===== src/rtl/ddr_sim_pkg.sv =====
// Shared types and constants for the behavioural DDR model.
package ddr_sim_pkg;

    localparam int ADDR_W = 32;

    typedef enum logic [1:0] {
        RD_IDLE  = 2'd0,
        RD_WAIT  = 2'd1,
        RD_VALID = 2'd2
    } rd_state_t;

endpackage


===== src/rtl/ddr_sim_rdq.sv =====
// Read-address FIFO; each entry carries a saturating age (cycles since accept).
module ddr_sim_rdq
    import ddr_sim_pkg::*;
#(
    parameter int DEPTH   = 16,
    parameter int IDX_W   = 16,
    parameter int AGE_W   = 2,
    parameter int AGE_MAX = 3
) (
    input  logic             clk,
    input  logic             reset_n,
    input  logic             push,
    input  logic [IDX_W-1:0] push_addr,
    input  logic             pop,
    output logic             full,
    output logic             empty,
    output logic [IDX_W-1:0] head_addr,
    output logic [AGE_W-1:0] head_age,
    output logic             next_valid,
    output logic [IDX_W-1:0] next_addr,
    output logic [AGE_W-1:0] next_age
);

    localparam int PTR_W = $clog2(DEPTH);
    localparam int CNT_W = PTR_W + 1;

    logic [IDX_W-1:0] addr_mem [DEPTH];
    logic [AGE_W-1:0] age_mem  [DEPTH];
    logic [PTR_W-1:0] rd_ptr;
    logic [PTR_W-1:0] wr_ptr;
    logic [PTR_W-1:0] rd_ptr_nx;
    logic [CNT_W-1:0] count;
    logic             do_push;
    logic             do_pop;

    assign full       = (count == CNT_W'(DEPTH));
    assign empty      = (count == '0);
    assign do_push    = push & ~full;
    assign do_pop     = pop & ~empty;
    assign rd_ptr_nx  = rd_ptr + 1'b1;
    assign head_addr  = addr_mem[rd_ptr];
    assign head_age   = age_mem[rd_ptr];
    // The entry behind the head lets the output stage stream one word per cycle.
    assign next_valid = (count > CNT_W'(1));
    assign next_addr  = addr_mem[rd_ptr_nx];
    assign next_age   = age_mem[rd_ptr_nx];

    always_ff @(posedge clk or negedge reset_n) begin
        if (!reset_n) begin
            rd_ptr <= '0;
            wr_ptr <= '0;
            count  <= '0;
            for (int i = 0; i < DEPTH; i++) begin
                addr_mem[i] <= '0;
                age_mem[i]  <= '0;
            end
        end else begin
            for (int i = 0; i < DEPTH; i++) begin
                if (age_mem[i] < AGE_W'(AGE_MAX)) age_mem[i] <= age_mem[i] + 1'b1;
            end
            // Age 1 after the accept edge, so age == N on the Nth edge after accept.
            if (do_push) begin
                addr_mem[wr_ptr] <= push_addr;
                age_mem[wr_ptr]  <= AGE_W'(1);
                wr_ptr           <= wr_ptr + 1'b1;
            end
            if (do_pop) rd_ptr <= rd_ptr_nx;
            count <= count + CNT_W'(do_push) - CNT_W'(do_pop);
        end
    end

endmodule


===== config.mk =====
export PLATFORM = sky130hd
export DESIGN_NAME = ddr_sim_rdq
export DESIGN_NICKNAME = d
export VERILOG_FILES = /design/src/rtl/ddr_sim_pkg.sv /design/src/rtl/ddr_sim_rdq.sv
export SDC_FILE = /design/constraint.sdc
export NUM_CORES = 1
export LEC_CHECK = 0
export CORE_MARGIN = 3
export CORE_UTILIZATION = 40
export CTS_BUF_LIST = sky130_fd_sc_hd__clkbuf_16
export DETAILED_ROUTE_END_ITERATION = 8
export PLACE_DENSITY = 0.57
export SLEW_MARGIN = 15
export SYNTH_ARGS = -nofsm -noshare
export SYNTH_HDL_FRONTEND = slang
export SYNTH_SLANG_ARGS = --single-unit
export TNS_END_PERCENT = 10

===== constraint.sdc =====
create_clock -name clk -period 7.65 [get_ports clk]
set_input_delay 1.1475 -clock clk [delete_from_list [all_inputs] [get_ports clk]]
set_output_delay 1.1475 -clock clk [all_outputs]
set_load 0.01 [all_outputs]

==> results of run 1 <==
per-stage QoR:
step / std cells / power, W
5_1_grt: 1591 / 0.00993
4_1_cts: 1591 / 0.00947
2_1_floorplan: 1030 / 0.00619
3_3_place_gp: 1529 / 0.00777
3_5_place_dp: 1529 / 0.00783
6_report: 1591 / 0.00935
placed cells by master, fill, tap and decap left out, types with 8 or more instances in the layout:
master             n
dfrtp_1          299
mux2_2           241
mux4_2           144
clkdlybuf4s50_1   57
a22oi_1           37
clkbuf_16         37
nand2_1           21
nor2b_1           20
a21oi_1           20
mux2i_1           18
a211oi_1          18
o21a_1            16
nand3b_1          16
mux2_4            16
inv_1             13
ha_1              13
nand3_4           12
clkinv_1          11
buf_4             10
clkinv_2           9
xnor2_1            8
worst paths after layout:
path | from | end | slack, ps | cells past startpoint
worst max-delay path | rd_ptr[0] | next_addr[6] | 2360 | 7
worst min-delay path | age_mem[24] | age_mem[24] | 510 | 1
worst max register to register | count[2] | addr_mem[17] | 4200 | 6
worst min register to register | age_mem[24] | age_mem[24] | 510 | 1
max in group asynchronous | reset_n | addr_mem[253] | 5380 | 2
min in group asynchronous | reset_n | addr_mem[129] | 740 | 1
layout make-up:
cell class,count,share of cell area
clock buffer,37,0.0511
clock inverter,25,0.00912
inverter,12,0.00249
multi-input combinational,628,0.446
sequential,301,0.416
tap,518,0.0358
timing repair buffer,70,0.0387
kinds of logic after synthesis:
logic type      count (synthesis)  share of synthesized area
buf+inv                       101                     0.0343
compound gates                 95                     0.0409
fa+ha+maj                      15                     0.0121
xor+xnor                       11                    0.00645
flops                         301                      0.467
mux                           419                      0.396
simple gates                   88                     0.0430
critical path: stages (launching register included):
cell and delay, ps:
dfrtp_4 720, ha_4 890, buf_4 440, mux4_2 250
nor2b_1 130, a211oi_1 70, a21oi_1 460, clkdlybuf4s50_1 640
report_power, final:
group	internal, W	total (W)	switching, W	leakage (nW)
clock	0.000939	0.00160	0.000664	0.546
sequential	0.00231	0.00291	0.000593	3.61
combinational	0.00272	0.00484	0.00213	3.20
total	0.00597	0.00935	0.00338	7.36
registers in the layout, indices dropped and copies added (netlist names):
signal    count
age_mem      32
count         5
addr_mem    256
wr_ptr        4
rd_ptr        4
routing by layer:
metal,track usage,routed length (um)
met5,0,0
met4,0.0356,497
met3,0.0251,1580
met2,0.315,19400
met1,0.284,18500
==> impl_results.md, run 1 <==
* Post-route worst hold slack at 512 ps
* Top cells by area, synth: dfrtp_1 (47%), mux4_2 (20%), mux2_2 (17%)
* Leakage power at 7.36 nW
* Initial antenna violation count at 0
* Placed Instance Area at 17000 um^2
* FF+latch area at 7540 um^2
* Share of post-route cells with drive strength above 1 at 0.457
* Number of H-tree levels at 2
* Global-route wire length before repair at 62.5 mm
* Die width at 207 um
* Final instance area at 18100 um^2
* Worst Setup Start Kind: flip-flop
* Vias in the first global route at 9720
* FF+latch count, synth at 301
* Count of max-cap constraint violations at 0
* Die area at 42700 um^2
* Height of the die at 207 um
* Result of the run: complete, no violations
* Primary flip-flop cell chosen by synthesis mapping: dfrtp_1
* Count of endpoints failing setup in the final report at 0
* Largest buffer count on any clock path at 3
* GR Overflow Total at 0
* Wire length per cell after detailed routing at 25.1 um
* Maximum fanout count along the critical path at 39
* Fillers at 3380
* Fraction of synthesis flops using an asynchronous set or reset pin at 1.00
* Max IR drop VDD at 0.263 mV
* Tcrit/Tclk final at 0.691
* Remaining number of nets flagged by the antenna check after routing at 0
* Count of clock tree sinks at 301
* Initial detailed-routing violation count at 582
* Share of the core filled with cells in the final layout at 0.462
* CTS Buf Count at 35
* Kind of end point of the critical path: output port
* Area growth, synth to finish at 12.4%
* Pre-CTS setup slack at 2860 ps
* Synth top cells by count: dfrtp_1 (301), mux2_2 (241), mux4_2 (144)
* Number of buffers inserted by post-CTS setup repair at 0
* Share of the yosys chip area belonging to registers at 0.467
* Tot GR Track Use at 0.194
* Net Count, Synth at 1065
* Number of enable flip-flop cells after synthesis at 0
* Setup repair after global routing missed its margin: no
* Layout Skew at 12.6 ps
* DRT Pass-1 Iters at 7
* Final number of hold-violating endpoints at 0
* Most repeated cell in the gate-level netlist after synthesis: dfrtp_1
* Fin nets at 1083
* Fmax at 189 MHz
* Number of placement rows at 72
* Type of the worst setup path: reg -> out
* Input/output buffers at 58
* I/O pins at 59
* Cell Pwr Density at 517 nW/um^2
* Pin count of the biggest net entering global routing at 179
* Headroom to the max-slew limit at 0.238
* CTS root buf: clkbuf_16
* Starting density of the core at 0.411
* Worst min-delay path class: reg -> reg
* Number of antenna repair diodes at 0
* Max-slew violation count at 0
* Clock period minus final worst setup slack at 5290 ps
* Worst slew pin tran at 1140 ps
* TritonCTS clock tree: yes
* Number of distinct library cell variants in the gate-level netlist after synthesis at 39
* Routability congestion estimate from global placement at 0.733
* Via count at 9316
* Count of yosys warnings during synthesis at 0
* Fraction of post-synthesis cell area in the top cell type by area at 0.467
* Post-CTS clock slew at the launch and capture registers of the worst setup and hold paths at 60 ps
* Summed instance area of the synthesized netlist at 16100 um^2
* Std-Cell Core Area at 39200 um^2
* Largest area contributor in the netlist: dfrtp_1
* Final WS setup at 2360 ps
* Resized Gates After CTS at 0
* Residual DRC count at 0
* Total routed wirelength at 40.0 mm
* Post-synthesis average cell area at 15.6 um^2
* Post-CTS Hold Buffers at 0
* Sum of negative setup slack at 0 ps
* DP Wirelength at 23.0 mm
* Area of the multi-input gates at 8080 um^2
* Skew-Pair Late Insertion Delay at 520 ps
* Via-per-instance ratio at 5.86
* Gate count of the mapped netlist at 1030
* Arrival @ worst endpoint at 4140 ps
* Worst path required time at 6500 ps
(Power assumes the default switching activity.)
==> inputs of run 2 (changes only) <==
==> constraint.sdc (replaced) <==
create_clock -name clk -period 5.1 [get_ports clk]
set_input_delay 0.765 -clock clk [delete_from_list [all_inputs] [get_ports clk]]
set_output_delay 0.765 -clock clk [all_outputs]
set_load 0.01 [all_outputs]
==> run 2 against run 1 <==
Against the previous run: combinational power rose by 55%; hold slack got worse by 250 ps; final area up 0.98%; critical path depth fell by 1; critical path type unchanged.
==> impl_results.md, run 2 (same netlist as run 1, synthesis figures left out) <==
* I/O pins at 59 (unchanged)
* Maximum fanout count along the critical path at 26 (-33%)
* Headroom to the max-slew limit at 0.291 (+0.0526)
* Die width at 207 um (unchanged)
* Delay contributed by the slowest stage of the critical path at 690 ps (-200 ps)
* Flip-flop count of the largest register after layout at 256 (unchanged)
* Wire length per cell after detailed routing at 25.3 um (+0.57%)
* Initial detailed-routing violation count at 714 (+23%)
* Residual DRC count at 0 (unchanged)
* CTS root buf: clkbuf_16
* Commonest non-fill, non-tap cell in the layout: dfrtp_1
* Clock period minus final worst setup slack at 4210 ps
* DRT Pass-1 Iters at 4 (-3)
* Fin nets at 1091 (+0.74%)
* Vias in the first global route at 9817 (+1.0%)
* Count of placed standard cells including taps at 1535 (+0.39%)
* Via count at 9496 (+1.9%)
* Pin count of the biggest net entering global routing at 126 (-30%)
* Worst Setup Start Kind: flip-flop
* Register name with the most flops: addr_mem
* Tcrit/Tclk final at 0.825
* Layout Skew at 12.9 ps (+0.365 ps)
* Critical path cell sequence: ha_4 > mux4_2 > nor2b_1 > a211oi_1 > a21oi_1 > clkdlybuf4s50_1
* Sum of negative setup slack at 0 ps (unchanged)
* Count of max-cap constraint violations at 0 (unchanged)
* Routability congestion estimate from global placement at 0.756 (+3.2%)
* Result of the run: complete, no violations
* Height of the die at 207 um (unchanged)
* Share of post-route cells with drive strength above 1 at 0.457 (about the same)
* Std-Cell Core Area at 39200 um^2 (unchanged)
* Type of the worst setup path: reg -> out
* Leakage power at 7.47 nW (+1.5%)
* Post-CTS Hold Buffers at 0 (unchanged)
* DP Wirelength at 23.2 mm (+1.2%)
* GR Overflow Total at 0 (unchanged)
* Count of endpoints failing setup in the final report at 0 (unchanged)
* Starting density of the core at 0.411 (unchanged)
* Skew-Pair Late Insertion Delay at 530 ps (about the same)
* Cell Pwr Density at 784 nW/um^2 (+52%)
* TritonCTS clock tree: yes
* Max IR drop VDD at 0.485 mV (+84%)
* Fillers at 3418 (+1.1%)
* Cell at the slowest stage of the critical path: ha_4
* Sum of internal, switching and leakage power at 0.0143 W (+53%)
* Setup repair after global routing missed its margin: no
* Largest buffer count on any clock path at 3 (unchanged)
* Remaining number of nets flagged by the antenna check after routing at 0 (unchanged)
* Kind of end point of the critical path: output port
* Largest registers: addr_mem x256, age_mem x32, count x5
* Number of buffers inserted by post-CTS setup repair at 0 (unchanged)
* Via-per-instance ratio at 5.93 (+1.2%)
* Share of the core filled with cells in the final layout at 0.467 (+0.00453)
* Worst path required time at 4340 ps (-2160 ps)
* Global-route wire length before repair at 63.2 mm (+1.1%)
* Die area at 42700 um^2 (unchanged)
* Number of H-tree levels at 2 (unchanged)
* CTS Buf Count at 37 (+5.7%)
* Resized Gates After CTS at 0 (unchanged)
* Input/output buffers at 58 (unchanged)
* Tot GR Track Use at 0.196 (+0.00280)
* Fmax at 238 MHz
* Final number of hold-violating endpoints at 0 (unchanged)
* Commonest cells after routing, fill and taps aside: dfrtp_1 (299), mux2_2 (241), mux4_2 (144), clkdlybuf4s50_1 (57), clkbuf_16 (39)
* Family with the most delay on the worst path: adder cells
* Count of clock tree sinks at 301 (unchanged)
* Area growth, synth to finish at 13.5%
* Buf/Inv on CP at 1 (-1)
* Worst min-delay path class: in -> async
* Total routed wirelength at 40.5 mm (+1.3%)
* Filler-free cell count of the finished design at 1602 (+0.69%)
* Number of antenna repair diodes at 0 (unchanged)
* Arrival @ worst endpoint at 3440 ps (-700 ps)
* Number of placement rows at 72 (unchanged)
* Worst slew pin tran at 1060 ps (-78.6 ps)
* Post-CTS clock slew at the launch and capture registers of the worst setup and hold paths at 60 ps (about the same)
* Max-slew violation count at 0 (unchanged)
* Initial antenna violation count at 0 (unchanged)
## run 2: cell types whose count changed in the layout (fill, tap and decap cells not counted), sizes merged
cell      change
buf           +6
bufinv        +1
clkbuf        +2
clkinv        -4
clkinvlp      -2
inv           +8
## run 2: worst reg2reg max path: cells and delay by family (launching register included)
kind | cells | cell delay (ps)
and+or+nand+nor | 3 | 1510
muxes | 1 | 620
adders and majority gates | 1 | 220
DFF | 1 | 340
buffers and inverters | 1 | 70
## run 2: report_power, final
| group | switching (W) | total, W | internal, W |
|---|---|---|---|
| Sequential | 0.000838 | 0.00431 | 0.00347 |
| Clock | 0.00101 | 0.00254 | 0.00153 |
| Combinational | 0.00331 | 0.00748 | 0.00417 |
| Total | 0.00516 | 0.0143 | 0.00917 |
## run 2: through the flow
stage                     setup WS, ps  cell area, um^2  hold slack, ps
after global routing               693            18300             328
after CTS                          876            18300             306
after detailed placement          1430            17100             496
final                              893            18300             259
after floorplan                   2360            16100             469
after global placement            1440            17100             496
## run 2: final timing paths
check	startpoint	cells after the start	to	slack [ps]
min in group clk	age_mem[16]	1	age_mem[16]	510
max in group asynchronous	reset_n	2	addr_mem[124]	3630
min	reset_n	1	addr_mem[193]	260
max	rd_ptr[0]	6	next_age[1]	890
min reg2reg	age_mem[16]	1	age_mem[16]	510
max reg2reg	count[2]	6	addr_mem[20]	2210
## run 2: metal layers
| metal | vias to the layer above | part of all wire | track usage |
|---|---|---|---|
| li1 | 4067 | - | - |
| met1 | 5193 | 0.47 | 0.286 |
| met2 | 186 | 0.47 | 0.313 |
| met3 | 50 | 0.043 | 0.0318 |
| met4 | 0 | 0.020 | 0.0460 |
| met5 | - | 0 | 0 |
## run 2: cell type report
type | instances | area, um^2 | share of cell area
inverters | 12 | 45.0 | 0.00246
repair buffers | 76 | 783 | 0.0428
clock inverters | 28 | 200 | 0.0109
clock buffers | 39 | 976 | 0.0534
flip-flops and latches | 301 | 7540 | 0.412
multi-input cells | 628 | 8090 | 0.443
well taps | 518 | 648 | 0.0354
==> inputs of run 3 (changes only) <==
==> constraint.sdc (replaced) <==
create_clock -name clk -period 4.4 [get_ports clk]
set_input_delay 0.66 -clock clk [delete_from_list [all_inputs] [get_ports clk]]
set_output_delay 0.66 -clock clk [all_outputs]
set_load 0.01 [all_outputs]
==> run 3 against run 2 <==
Against the previous run: final cell count shrank 0.12%; sequential power grew 16%; clock skew grew 4.3 ps; combinational power grew 15%; first-iteration DRC count shrank 15%; register-to-register slack lost 550 ps; highest routed layer unchanged.
==> impl_results.md, run 3 (same netlist as run 1, synthesis figures left out) <==
* CP Depth at 7 (+1)
* Maximum fanout count along the critical path at 27 (+3.8%)
* Flip-flop count of the largest register after layout at 256 (unchanged)
* Skew-Pair Late Insertion Delay at 520 ps (about the same)
* CP startpoint: rd_ptr[0]
* Routability congestion estimate from global placement at 0.765 (+1.1%)
* Tcrit/Tclk final at 0.941
* Global routing usage on met1 at 0.276 (-0.00934)
* Leakage power at 7.44 nW (-0.40%)
* Cell at the slowest stage of the critical path: ha_4
* Buf/Inv on CP at 2 (+1)
* Wire length per cell after detailed routing at 24.6 um (-2.6%)
* Resized Gates After CTS at 0 (unchanged)
* Number of placement rows at 72 (unchanged)
* Max-slew violation count at 0 (unchanged)
* Final instance area at 18200 um^2 (-0.37%)
* Global-route wire length before repair at 62.0 mm (-1.9%)
* Largest registers: addr_mem x256, age_mem x32, count x5
* Gr busiest metal: met2
* Setup slack of the worst register-to-register path at 1660 ps (-550 ps)
* Clock period minus final worst setup slack at 4140 ps
* Cell Pwr Density at 892 nW/um^2 (+14%)
* Residual DRC count at 0 (unchanged)
* Commonest non-fill, non-tap cell in the layout: dfrtp_1
* Height of the die at 207 um (unchanged)
* Worst setup path end: next_addr[6]
* Largest buffer count on any clock path at 3 (unchanged)
* Worst Setup Start Kind: flip-flop
* Count of max-cap constraint violations at 0 (unchanged)
* Share of the core filled with cells in the final layout at 0.465 (-0.00172)
* Post-route worst hold slack at 180 ps (-78.5 ps)
* GR Layer Usage met2 at 0.310 (-0.00248)
* Placed Instance Area at 17200 um^2 (+0.42%)
* Total routed wirelength at 39.4 mm (-2.7%)
* Number of buffers inserted by post-CTS setup repair at 0 (unchanged)
* Pin count of the biggest net entering global routing at 103 (-18%)
* Number of H-tree levels at 2 (unchanged)
* CTS root buf: clkbuf_16
* Input/output buffers at 58 (unchanged)
* Result of the run: complete, no violations
* Worst r2r src: count[2]
* Headroom to the max-slew limit at 0.420 (+0.129)
* Die area at 42700 um^2 (unchanged)
* Share of post-route cells with drive strength above 1 at 0.457 (+0.000844)
* Kind of end point of the critical path: output port
* Family with the most delay on the worst path: buffers and inverters
* R2r endpoint: count[4]
* Register name with the most flops: addr_mem
* DP Wirelength at 23.7 mm (+2.0%)
* Via-per-instance ratio at 5.82 (-1.8%)
* Final number of hold-violating endpoints at 0 (unchanged)
* Remaining number of nets flagged by the antenna check after routing at 0 (unchanged)
* Critical path cell sequence: ha_4 > buf_12 > mux4_2 > nor2b_1 > a211oi_1 > a21oi_1 > clkdlybuf4s50_1
* Die width at 207 um (unchanged)
* Starting density of the core at 0.411 (unchanged)
* Arrival @ worst endpoint at 3480 ps (+40 ps)
* Post-CTS Hold Buffers at 0 (unchanged)
* Vias in the first global route at 9776 (-0.42%)
* Delay contributed by the slowest stage of the critical path at 660 ps (-30 ps)
* Layout Skew at 17.3 ps (+4.34 ps)
* Type of the worst setup path: reg -> out
* Std-Cell Core Area at 39200 um^2 (unchanged)
* Area growth, synth to finish at 13.1%
* Fmax at 242 MHz
* Post-CTS clock slew at the launch and capture registers of the worst setup and hold paths at 60 ps (about the same)
* Max IR drop VDD at 0.549 mV (+13%)
* GR Overflow Total at 0 (unchanged)
* Fin nets at 1095 (+0.37%)
* I/O pins at 59 (unchanged)
* Setup repair after global routing missed its margin: no
* Cell count of the worst reg-to-reg path at 12 (+6)
* Via count at 9309 (-2.0%)
* Number of antenna repair diodes at 0 (unchanged)
* Initial detailed-routing violation count at 605 (-15%)
* Sum of negative setup slack at 0 ps (unchanged)
* Sum of internal, switching and leakage power at 0.0163 W (+13%)
* CTS Buf Count at 35 (-5.4%)
* TritonCTS clock tree: yes
* GRT met3 Usage at 0.0292 (-0.00267)
* Initial antenna violation count at 0 (unchanged)
* Count of clock tree sinks at 301 (unchanged)
* Worst min-delay path class: in -> async
* DRT Pass-1 Iters at 4 (unchanged)
* Tot GR Track Use at 0.193 (-0.00371)
* Commonest cells after routing, fill and taps aside: dfrtp_1 (299), mux2_2 (241), mux4_2 (144), clkdlybuf4s50_1 (57), a22oi_1 (37)
* Count of endpoints failing setup in the final report at 0 (unchanged)
* Worst slew pin tran at 866 ps (-195 ps)
* Worst path required time at 3740 ps (-600 ps)
-- run 3: cell count changes in the layout (fill, tap and decap cells not counted), sizes merged --
cell,previous run,this run
buf,19,25
bufinv,3,1
clkbuf,39,36
clkinv,16,12
inv,21,22
-- run 3: area by class of cell --
class,instances,area (um^2)
Clock buffer,36,901
Sequential cell,301,7540
Multi-Input combinational cell,628,8080
Tap cell,518,648
Inverter,12,45.0
Timing Repair Buffer,82,866
Clock inverter,23,135
Fill cell,3433,21000
-- run 3: routing by layer --
layer  vias up  share of wire
li1       4071              -
met1      5033           0.46
met2       158           0.49
met3        47          0.034
met4         0          0.022
met5         -              0
-- run 3: worst reg2reg max path, stage by stage, from the launching register on --
cell and delay, ps:
dfrtp_1 340, inv_1 70, ha_1 210, and4bb_4 220
nor2b_4 390, inv_1 90, ha_1 290, inv_1 40
ha_1 190, fa_1 420, a21oi_1 150, o21bai_1 90
xnor2_1 120
-- run 3: worst min path at each step --
stage	from	slack (ps)	endpoint
finish	reset_n	180	addr_mem[146]
global route	reset_n	240	addr_mem[146]
CTS	reset_n	210	addr_mem[146]
detailed placement	age_mem[4]	500	age_mem[4]
global placement	age_mem[1]	490	age_mem[0]
floorplan	reset_n	360	addr_mem[0]
-- run 3: metrics by stage --
step / setup WS, ps / std cells
after floorplan: 1770 / 1030
after global placement: 854 / 1541
after detailed placement: 856 / 1541
after CTS: 298 / 1600
after global routing: 166 / 1600
final: 260 / 1600
-- run 3: power by group --
group          internal, W  leakage, nW  switching, W
clock network      0.00153        0.548       0.00113
registers          0.00403         3.61      0.000968
logic              0.00484         3.28       0.00375
